### config.mk
export PLATFORM = sky130hd
export DESIGN_NAME = gate_truth_sweeper
export DESIGN_NICKNAME = d
export VERILOG_FILES = /design/src/rtl/gate_test_pkg.sv /design/src/rtl/gate_truth_sweeper.sv
export SDC_FILE = /design/constraint.sdc
export NUM_CORES = 1
export LEC_CHECK = 0
export ABC_AREA = 1
export CORE_MARGIN = 5
export CORE_UTILIZATION = 54
export DETAILED_ROUTE_END_ITERATION = 10
export PLACE_DENSITY = 0.81
export SYNTH_ARGS = -nofsm -noshare
export SYNTH_HDL_FRONTEND = slang
export SYNTH_SLANG_ARGS = --single-unit
### constraint.sdc
create_clock -name clk -period 2 [get_ports clk]
set_clock_uncertainty 0.05 [all_clocks]
set_input_delay 0.2 -clock clk [delete_from_list [all_inputs] [get_ports clk]]
set_output_delay 0.2 -clock clk [all_outputs]
set_load 0.02 [all_outputs]
### src/rtl/gate_test_pkg.sv
// Shared types and reference truth tables for the gate truth-table sweeper.
package gate_test_pkg;

    typedef enum logic [1:0] {
        IDLE   = 2'd0,
        WAIT   = 2'd1,
        SAMPLE = 2'd2,
        DONE   = 2'd3
    } state_t;

    // Bit i is the expected output when the gate inputs equal i.
    localparam logic [3:0] TT_NAND2 = 4'b0111;
    localparam logic [3:0] TT_AND2  = 4'b1000;
    localparam logic [3:0] TT_OR2   = 4'b1110;
    localparam logic [3:0] TT_NOR2  = 4'b0001;
    localparam logic [3:0] TT_XOR2  = 4'b0110;

endpackage

### src/rtl/gate_truth_sweeper.sv
// Drives every input combination into a combinational gate, waits for it to
// settle, and checks the sampled output against an expected truth table.
module gate_truth_sweeper
    import gate_test_pkg::*;
#(
    parameter int              N_IN   = 2,
    parameter int              SETTLE = 1,
    parameter logic [2**N_IN-1:0] TRUTH = TT_NAND2
) (
    input  logic            clk,
    input  logic            rst,
    input  logic            start,
    input  logic            gate_out,
    output logic [N_IN-1:0] gate_in,
    output logic            busy,
    output logic            done,
    output logic            pass,
    output logic [N_IN:0]   err_count,
    output logic [N_IN-1:0] first_err_idx
);

    localparam logic [N_IN-1:0] LAST_IDX   = '1;
    localparam logic [N_IN:0]   ERR_MAX    = (N_IN+1)'(2**N_IN);
    localparam logic [3:0]      SETTLE_CNT = 4'(SETTLE);

    state_t          state;
    logic [N_IN-1:0] idx;
    logic [3:0]      wait_cnt;
    logic            mismatch;

    function automatic logic [N_IN:0] sat_inc(input logic [N_IN:0] v);
        if (v == ERR_MAX)
            return v;
        return v + 1'b1;
    endfunction

    assign mismatch = (gate_out != TRUTH[idx]);

    always_ff @(posedge clk) begin
        if (rst) begin
            state         <= IDLE;
            gate_in       <= '0;
            idx           <= '0;
            wait_cnt      <= '0;
            busy          <= 1'b0;
            done          <= 1'b0;
            pass          <= 1'b0;
            err_count     <= '0;
            first_err_idx <= '0;
        end else begin
            done <= 1'b0;
            case (state)
                IDLE: begin
                    if (start) begin
                        gate_in   <= '0;
                        idx       <= '0;
                        wait_cnt  <= SETTLE_CNT;
                        err_count <= '0;
                        pass      <= 1'b0;
                        busy      <= 1'b1;
                        state     <= WAIT;
                    end
                end
                WAIT: begin
                    if (wait_cnt == 4'd0)
                        state <= SAMPLE;
                    else
                        wait_cnt <= wait_cnt - 4'd1;
                end
                SAMPLE: begin
                    if (mismatch) begin
                        err_count <= sat_inc(err_count);
                        if (err_count == '0)
                            first_err_idx <= idx;
                    end
                    if (idx == LAST_IDX) begin
                        busy  <= 1'b0;
                        state <= DONE;
                    end else begin
                        idx      <= idx + 1'b1;
                        gate_in  <= idx + 1'b1;
                        wait_cnt <= SETTLE_CNT;
                        state    <= WAIT;
                    end
                end
                DONE: begin
                    // err_count already includes the final SAMPLE's result here.
                    done  <= 1'b1;
                    pass  <= (err_count == '0);
                    state <= IDLE;
                end
                default: state <= IDLE;
            endcase
        end
    end

endmodule
After elaboration in Yosys (flattened, before gate mapping):

Index checks and enable logic that the tools add are counted.

* add/subtract/negate cells: 3
* magnitude comparators: 1
* eq/ne operators: 13
* muxes and demuxes: 27
* reduce and logical (&&, ||, !) cells: 13

Operators by type and width (count)
* $mux 4: 3
* $ne 2x2->1 const B: 6
* $pmux 4 s3: 1
* $mux 2: 5
* $mux 1: 9
* $mux 3: 3
* $reduce_and 3->1: 3
* $pmux 2 s4: 1
* $reduce_and 4->1: 2
* $eq 2x2->1 const B: 3
* $pmux 3 s2: 1
* $logic_not 4->1: 1
* $pmux 1 s2: 2
* $pmux 2 s2: 1
* $reduce_and 2->1: 2
* $reduce_bool 2->1: 2
* $sub 4x1->4 const B: 1
* $add 3x1->3 const B: 1
* $eq 3x3->1 const B: 1
* $logic_not 3->1: 1
* $lt 2x3->1 const B: 1
* $ne 3x3->1 const B: 1
* $reduce_bool 3->1: 1
* $add 2x1->2 const B: 1
* 4 further kinds: 4

* register bits after elaboration: 16
* input bits: 4
* output and inout bits: 10
* word-level logic and storage cells: 65

Longest topological paths before layout:

* word-level depth: 9
* gate-level depth with buffers: 9
* mapped depth without buffers: 9

Worst setup path before layout:

No wires, ideal clock.

* path kind: flip-flop to flip-flop
* start point: register idx[0]
* end point: register first_err_idx[0]
* setup time: 0.116 ns
* arrival: 1.215 ns
* required time: 1.834 ns
* slack: 0.619 ns
* stages on the path, launching flop included: 9
* path buffers: 0
* period minus slack after synthesis: 1.381 ns
* cells stage by stage: dfxtp_1 ha_1 inv_1 nand2_1 nand2_1 nor2_1 nand2_1 o21ai_0 nor2_1

* longest elaborated chain between the ends: 4

Ends and longest elaborated chain
* start: declaration: line gate_truth_sweeper.sv:27 `logic [N_IN-1:0] idx;`
* start signal: assignment: line gate_truth_sweeper.sv:80 `idx <= idx + 1'b1;`
* $bmux 1 s2: line gate_truth_sweeper.sv:37 `assign mismatch = (gate_out != TRUTH[idx]);`
* $mux 1 (implied by the code): line gate_truth_sweeper.sv:37
* $ne 1x1->1: line gate_truth_sweeper.sv:37
* $reduce_and 3->1 (no source line)
* end signal: assignment: line gate_truth_sweeper.sv:74 `first_err_idx <= idx;`
* end: declaration: line gate_truth_sweeper.sv:19 `output logic [N_IN-1:0] first_err_idx`

Parallel ways exist; a longest one is shown, timed or not. The select of a mux whose other input is x is not followed.
A chain may end at the register's enable or synchronous reset.

Worst setup path after layout:

* start point: register err_count[0]
* end point: output port err_count[0]

RTL lines
* start: declaration: line gate_truth_sweeper.sv:18 `output logic [N_IN:0] err_count,`
* start signal: assignment: line gate_truth_sweeper.sv:72 `err_count <= sat_inc(err_count);`

No word-level cell between the ends.

==> report_table.html <==
<table>
<tr><th>Metric</th><th>Value</th></tr>
<tr><th colspan="2">Global routing</th></tr>
<tr><td>Initial antenna violation count</td><td>0</td></tr>
<tr><td>Pin count of the biggest net entering global routing</td><td>11</td></tr>
<tr><td>Overflow left after global routing</td><td>0</td></tr>
<tr><td>First-pass GRT wire length</td><td>3.10 mm</td></tr>
<tr><td>Global-route usage over all layers</td><td>16.0%</td></tr>
<tr><td>Number of global-route vias before repair</td><td>753</td></tr>
<tr><th colspan="2">Logic synthesis</th></tr>
<tr><td>Cell type contributing the most total cell area after synthesis</td><td>sky130_fd_sc_hd__dfxtp_1</td></tr>
<tr><td>Count of flip-flops with a built-in enable after synthesis</td><td>0</td></tr>
<tr><td>Fraction of registers with async set or reset after synthesis</td><td>0%</td></tr>
<tr><td>Share of the synthesized area in the top cell type</td><td>38.6%</td></tr>
<tr><td>Sequential fraction of the synthesis area</td><td>38.6%</td></tr>
<tr><td>Synth cell types</td><td>17</td></tr>
<tr><td>Post-synthesis cell count</td><td>124</td></tr>
<tr><td>Most frequent cell after synthesis</td><td>sky130_fd_sc_hd__nand2_1</td></tr>
<tr><td>Most numerous cell types in the synthesized netlist</td><td>33 x sky130_fd_sc_hd__nand2_1, 19 x sky130_fd_sc_hd__inv_1, 17 x sky130_fd_sc_hd__nor2_1</td></tr>
<tr><td>Synthesized Nets</td><td>133</td></tr>
<tr><td>Most common flop cell mapped by yosys</td><td>sky130_fd_sc_hd__dfxtp_1</td></tr>
<tr><td>Post-synthesis cell area</td><td>831 sq um</td></tr>
<tr><td>Post-Synthesis Mean Instance Area</td><td>6.70 sq um</td></tr>
<tr><td>Flops &amp; latches, synth</td><td>16</td></tr>
<tr><td>Total of warnings raised by yosys</td><td>0</td></tr>
<tr><td>Synth area leaders</td><td>sky130_fd_sc_hd__dfxtp_1 39%, sky130_fd_sc_hd__nand2_1 15%, sky130_fd_sc_hd__inv_1 8.6%, sky130_fd_sc_hd__nor2_1 7.7%, sky130_fd_sc_hd__ha_1 7.5%</td></tr>
<tr><th colspan="2">Floorplan</th></tr>
<tr><td>Die span in x</td><td>49.2 um</td></tr>
<tr><td>Vert. Die Dim</td><td>49.2 um</td></tr>
<tr><td>Total die area</td><td>2420 sq um</td></tr>
<tr><td>I/O pin count</td><td>14</td></tr>
<tr><td>Core ar.</td><td>1490 sq um</td></tr>
<tr><td>Initial core utilization</td><td>55.8%</td></tr>
<tr><td>Row count</td><td>14</td></tr>
<tr><th colspan="2">Clock tree</th></tr>
<tr><td>Clk slew on worst S/H paths</td><td>0.10 ns</td></tr>
<tr><td># H-tree levels</td><td>1</td></tr>
<tr><td># resized after CTS</td><td>0</td></tr>
<tr><td>Clock latency on the worst-skew pair</td><td>0.29 ns</td></tr>
<tr><td>CTS root buf</td><td>sky130_fd_sc_hd__clkbuf_4</td></tr>
<tr><td># Post-CTS Setup Buffers</td><td>0</td></tr>
<tr><td>Post-CTS Hold Fix Bufs</td><td>0</td></tr>
<tr><td>Clock tree buffer depth</td><td>2</td></tr>
<tr><td>Count of clock tree sinks</td><td>16</td></tr>
<tr><td>Clock buffer count from CTS</td><td>3</td></tr>
<tr><td>CTS tree</td><td>done</td></tr>
<tr><th colspan="2">STA</th></tr>
<tr><td>Unrepaired setup endpoints after global routing</td><td>false</td></tr>
<tr><td>Number of hold-slack violations in the final timing report</td><td>0</td></tr>
<tr><td>Number of setup violations in the final report</td><td>0</td></tr>
<tr><td>Top achievable clock speed</td><td>631 MHz</td></tr>
<tr><td>Count of pins over their slew limit</td><td>0</td></tr>
<tr><td>Total negative slack for setup checks</td><td>0 ns</td></tr>
<tr><td>Normalized max-slew margin</td><td>81.7%</td></tr>
<tr><td>Post-layout minimum cycle time</td><td>1.58 ns</td></tr>
<tr><td>Worst Tran Pin Value</td><td>0.273 ns</td></tr>
<tr><td>Final worst path period share</td><td>79.2%</td></tr>
<tr><th colspan="2">Cells and area</th></tr>
<tr><td>Filler Cell Count</td><td>135</td></tr>
<tr><td>Number of inserted diodes</td><td>0</td></tr>
<tr><td>End-of-flow core utilization</td><td>68.3%</td></tr>
<tr><td>Area overhead of the layout relative to synthesis</td><td>22.4%</td></tr>
<tr><td>Fraction of layout cells with a size suffix above 1</td><td>6.38%</td></tr>
<tr><td>Nets</td><td>151</td></tr>
<tr><th colspan="2">Outcome</th></tr>
<tr><td>Status</td><td>complete, no violations</td></tr>
<tr><th colspan="2">Setup path</th></tr>
<tr><td>Required arrival time at the worst endpoint</td><td>1.75 ns</td></tr>
<tr><td>Critical Path Sink Type</td><td>primary output</td></tr>
<tr><td>Critical-path cell with the highest stage delay</td><td>sky130_fd_sc_hd__clkdlybuf4s50_1</td></tr>
<tr><td>Critical path buffers and inverters</td><td>1</td></tr>
<tr><td>Reg2reg start</td><td>idx[0]</td></tr>
<tr><td>Critical path cell sequence</td><td>clkdlybuf4s50_1</td></tr>
<tr><td>WS Path Type</td><td>flop to primary output</td></tr>
<tr><td>Arrival time worst endpoint</td><td>1.33 ns</td></tr>
<tr><td>Cell type group with the largest total delay on the critical path</td><td>buffers and inverters</td></tr>
<tr><td>Startpoint of the worst setup timing path</td><td>err_count[0]</td></tr>
<tr><td>Longest individual stage delay on the worst path</td><td>0.64 ns</td></tr>
<tr><td>Critical Path Source Type</td><td>flop</td></tr>
<tr><td>Highest net fanout along the worst path</td><td>5</td></tr>
<tr><th colspan="2">Route</th></tr>
<tr><td>Post-route ant nets</td><td>0</td></tr>
<tr><td>Pre-antenna DRT Iters</td><td>4</td></tr>
<tr><td>Count of vias placed by the detailed router</td><td>796</td></tr>
<tr><td>Vias per cell</td><td>5.07</td></tr>
<tr><td>Routed wirelength normalized by instance count</td><td>11.0 um</td></tr>
<tr><td>DRC violation count after routing</td><td>0</td></tr>
<tr><td>Iter 0 DRT Violations</td><td>22</td></tr>
<tr><td>Detailed Route WL</td><td>1.72 mm</td></tr>
<tr><th colspan="2">Placed design</th></tr>
<tr><td>Global placer's final weighted congestion</td><td>0.838</td></tr>
<tr><td>Post-DP HPWL</td><td>1.29 mm</td></tr>
<tr><td>Count of input and output buffers</td><td>13</td></tr>
<tr><th colspan="2">Pwr</th></tr>
<tr><td>VDD IR max</td><td>0.476 mV</td></tr>
<tr><td>Leakage power figure</td><td>0.470 nW</td></tr>
<tr><td>Overall power consumption</td><td>0.772 mW</td></tr>
<tr><td>Power density normalized to cell area</td><td>759 nW/um^2</td></tr>
<tr><th colspan="2">Run</th></tr>
<tr><td>Maximum capacitance violations</td><td>0</td></tr>
<tr><th colspan="2">Worst hold path</th></tr>
<tr><td>Hold Path Origin</td><td>busy</td></tr>
<tr><td>Min-delay worst type</td><td>flop to flop</td></tr>
</table>
[flip-flops by register name, summed over array words and instances (netlist names)]
signal and flops:
busy 1, done 1, err_count 3, first_err_idx 2, idx 2, pass 1, state 2, wait_cnt 4
[where the power goes]
| part | internal (mW) | switching (mW) |
|---|---|---|
| Combinational | 0.0759 | 0.116 |
| Sequential | 0.343 | 0.0205 |
| Clock | 0.111 | 0.105 |
[stage by stage]
step	hold WS (ns)	worst slack, ns	cell area, sq um	cells
after floorplan	0.219	0.619	831	124
after global placement	0.406	0.567	981	153
after detailed placement	0.414	0.546	981	153
after CTS	0.431	0.415	1020	157
after global routing	0.468	0.349	1020	157
final	0.427	0.415	1020	157
[final cells by class]
type / instances / area [sq um] / area share (%)
multi-input cells: 87 / 432 / 42.4
repair buffers: 13 / 130 / 12.8
well taps: 16 / 20.0 / 1.97
inverters: 21 / 78.8 / 7.75
flip-flops and latches: 16 / 320 / 31.5
clock buffers: 4 / 36.3 / 3.57
[cells in the final DEF, fill, tap and decap left out, drive strengths merged]
cell type / instances
nand2: 35
inv: 20
nor2: 19
dfxtp: 16
clkdlybuf4s50: 13
nand3: 6
a21oi: 6
o21ai: 6
ha: 5
nand4: 4
clkbuf: 4
o21a: 2
a31oi: 2
clkinv: 1
a211oi: 1
or2: 1
[layer usage]
layer / GRT usage [%] / vias up / wire, um
li1: - / 426 / -
met4: 8.52 / 0 / 36
met1: 21.0 / 346 / 866
met5: 0 / - / 0
met2: 23.8 / 19 / 742
met3: 3.98 / 5 / 77
[tightest hold or removal path, delay by kind of cell, from the launching register on]
kind / cells / cell delay, ns
and+or+nand+nor: 1 / 0.06
AOI/OAI and AO/OA: 1 / 0.05
DFF: 1 / 0.32
[kinds of logic (layout without fill, tap and decap cells)]
logic type / count (synthesis) / count (layout) / synth area share, %
fa+ha+maj: 5 / 5 / 7.53
simple gates: 65 / 65 / 33.0
compound gates: 17 / 17 / 11.4
buf+inv: 21 / 38 / 9.49
flops: 16 / 16 / 38.6
[final timing paths]
path / slack (ns) / to / cells past startpoint
max: 0.42 / err_count[0] / 1
min: 0.43 / busy / 2
max reg2reg: 0.56 / wait_cnt[3] / 8
min reg2reg: 0.43 / busy / 2
(Power assumes the default switching activity.)
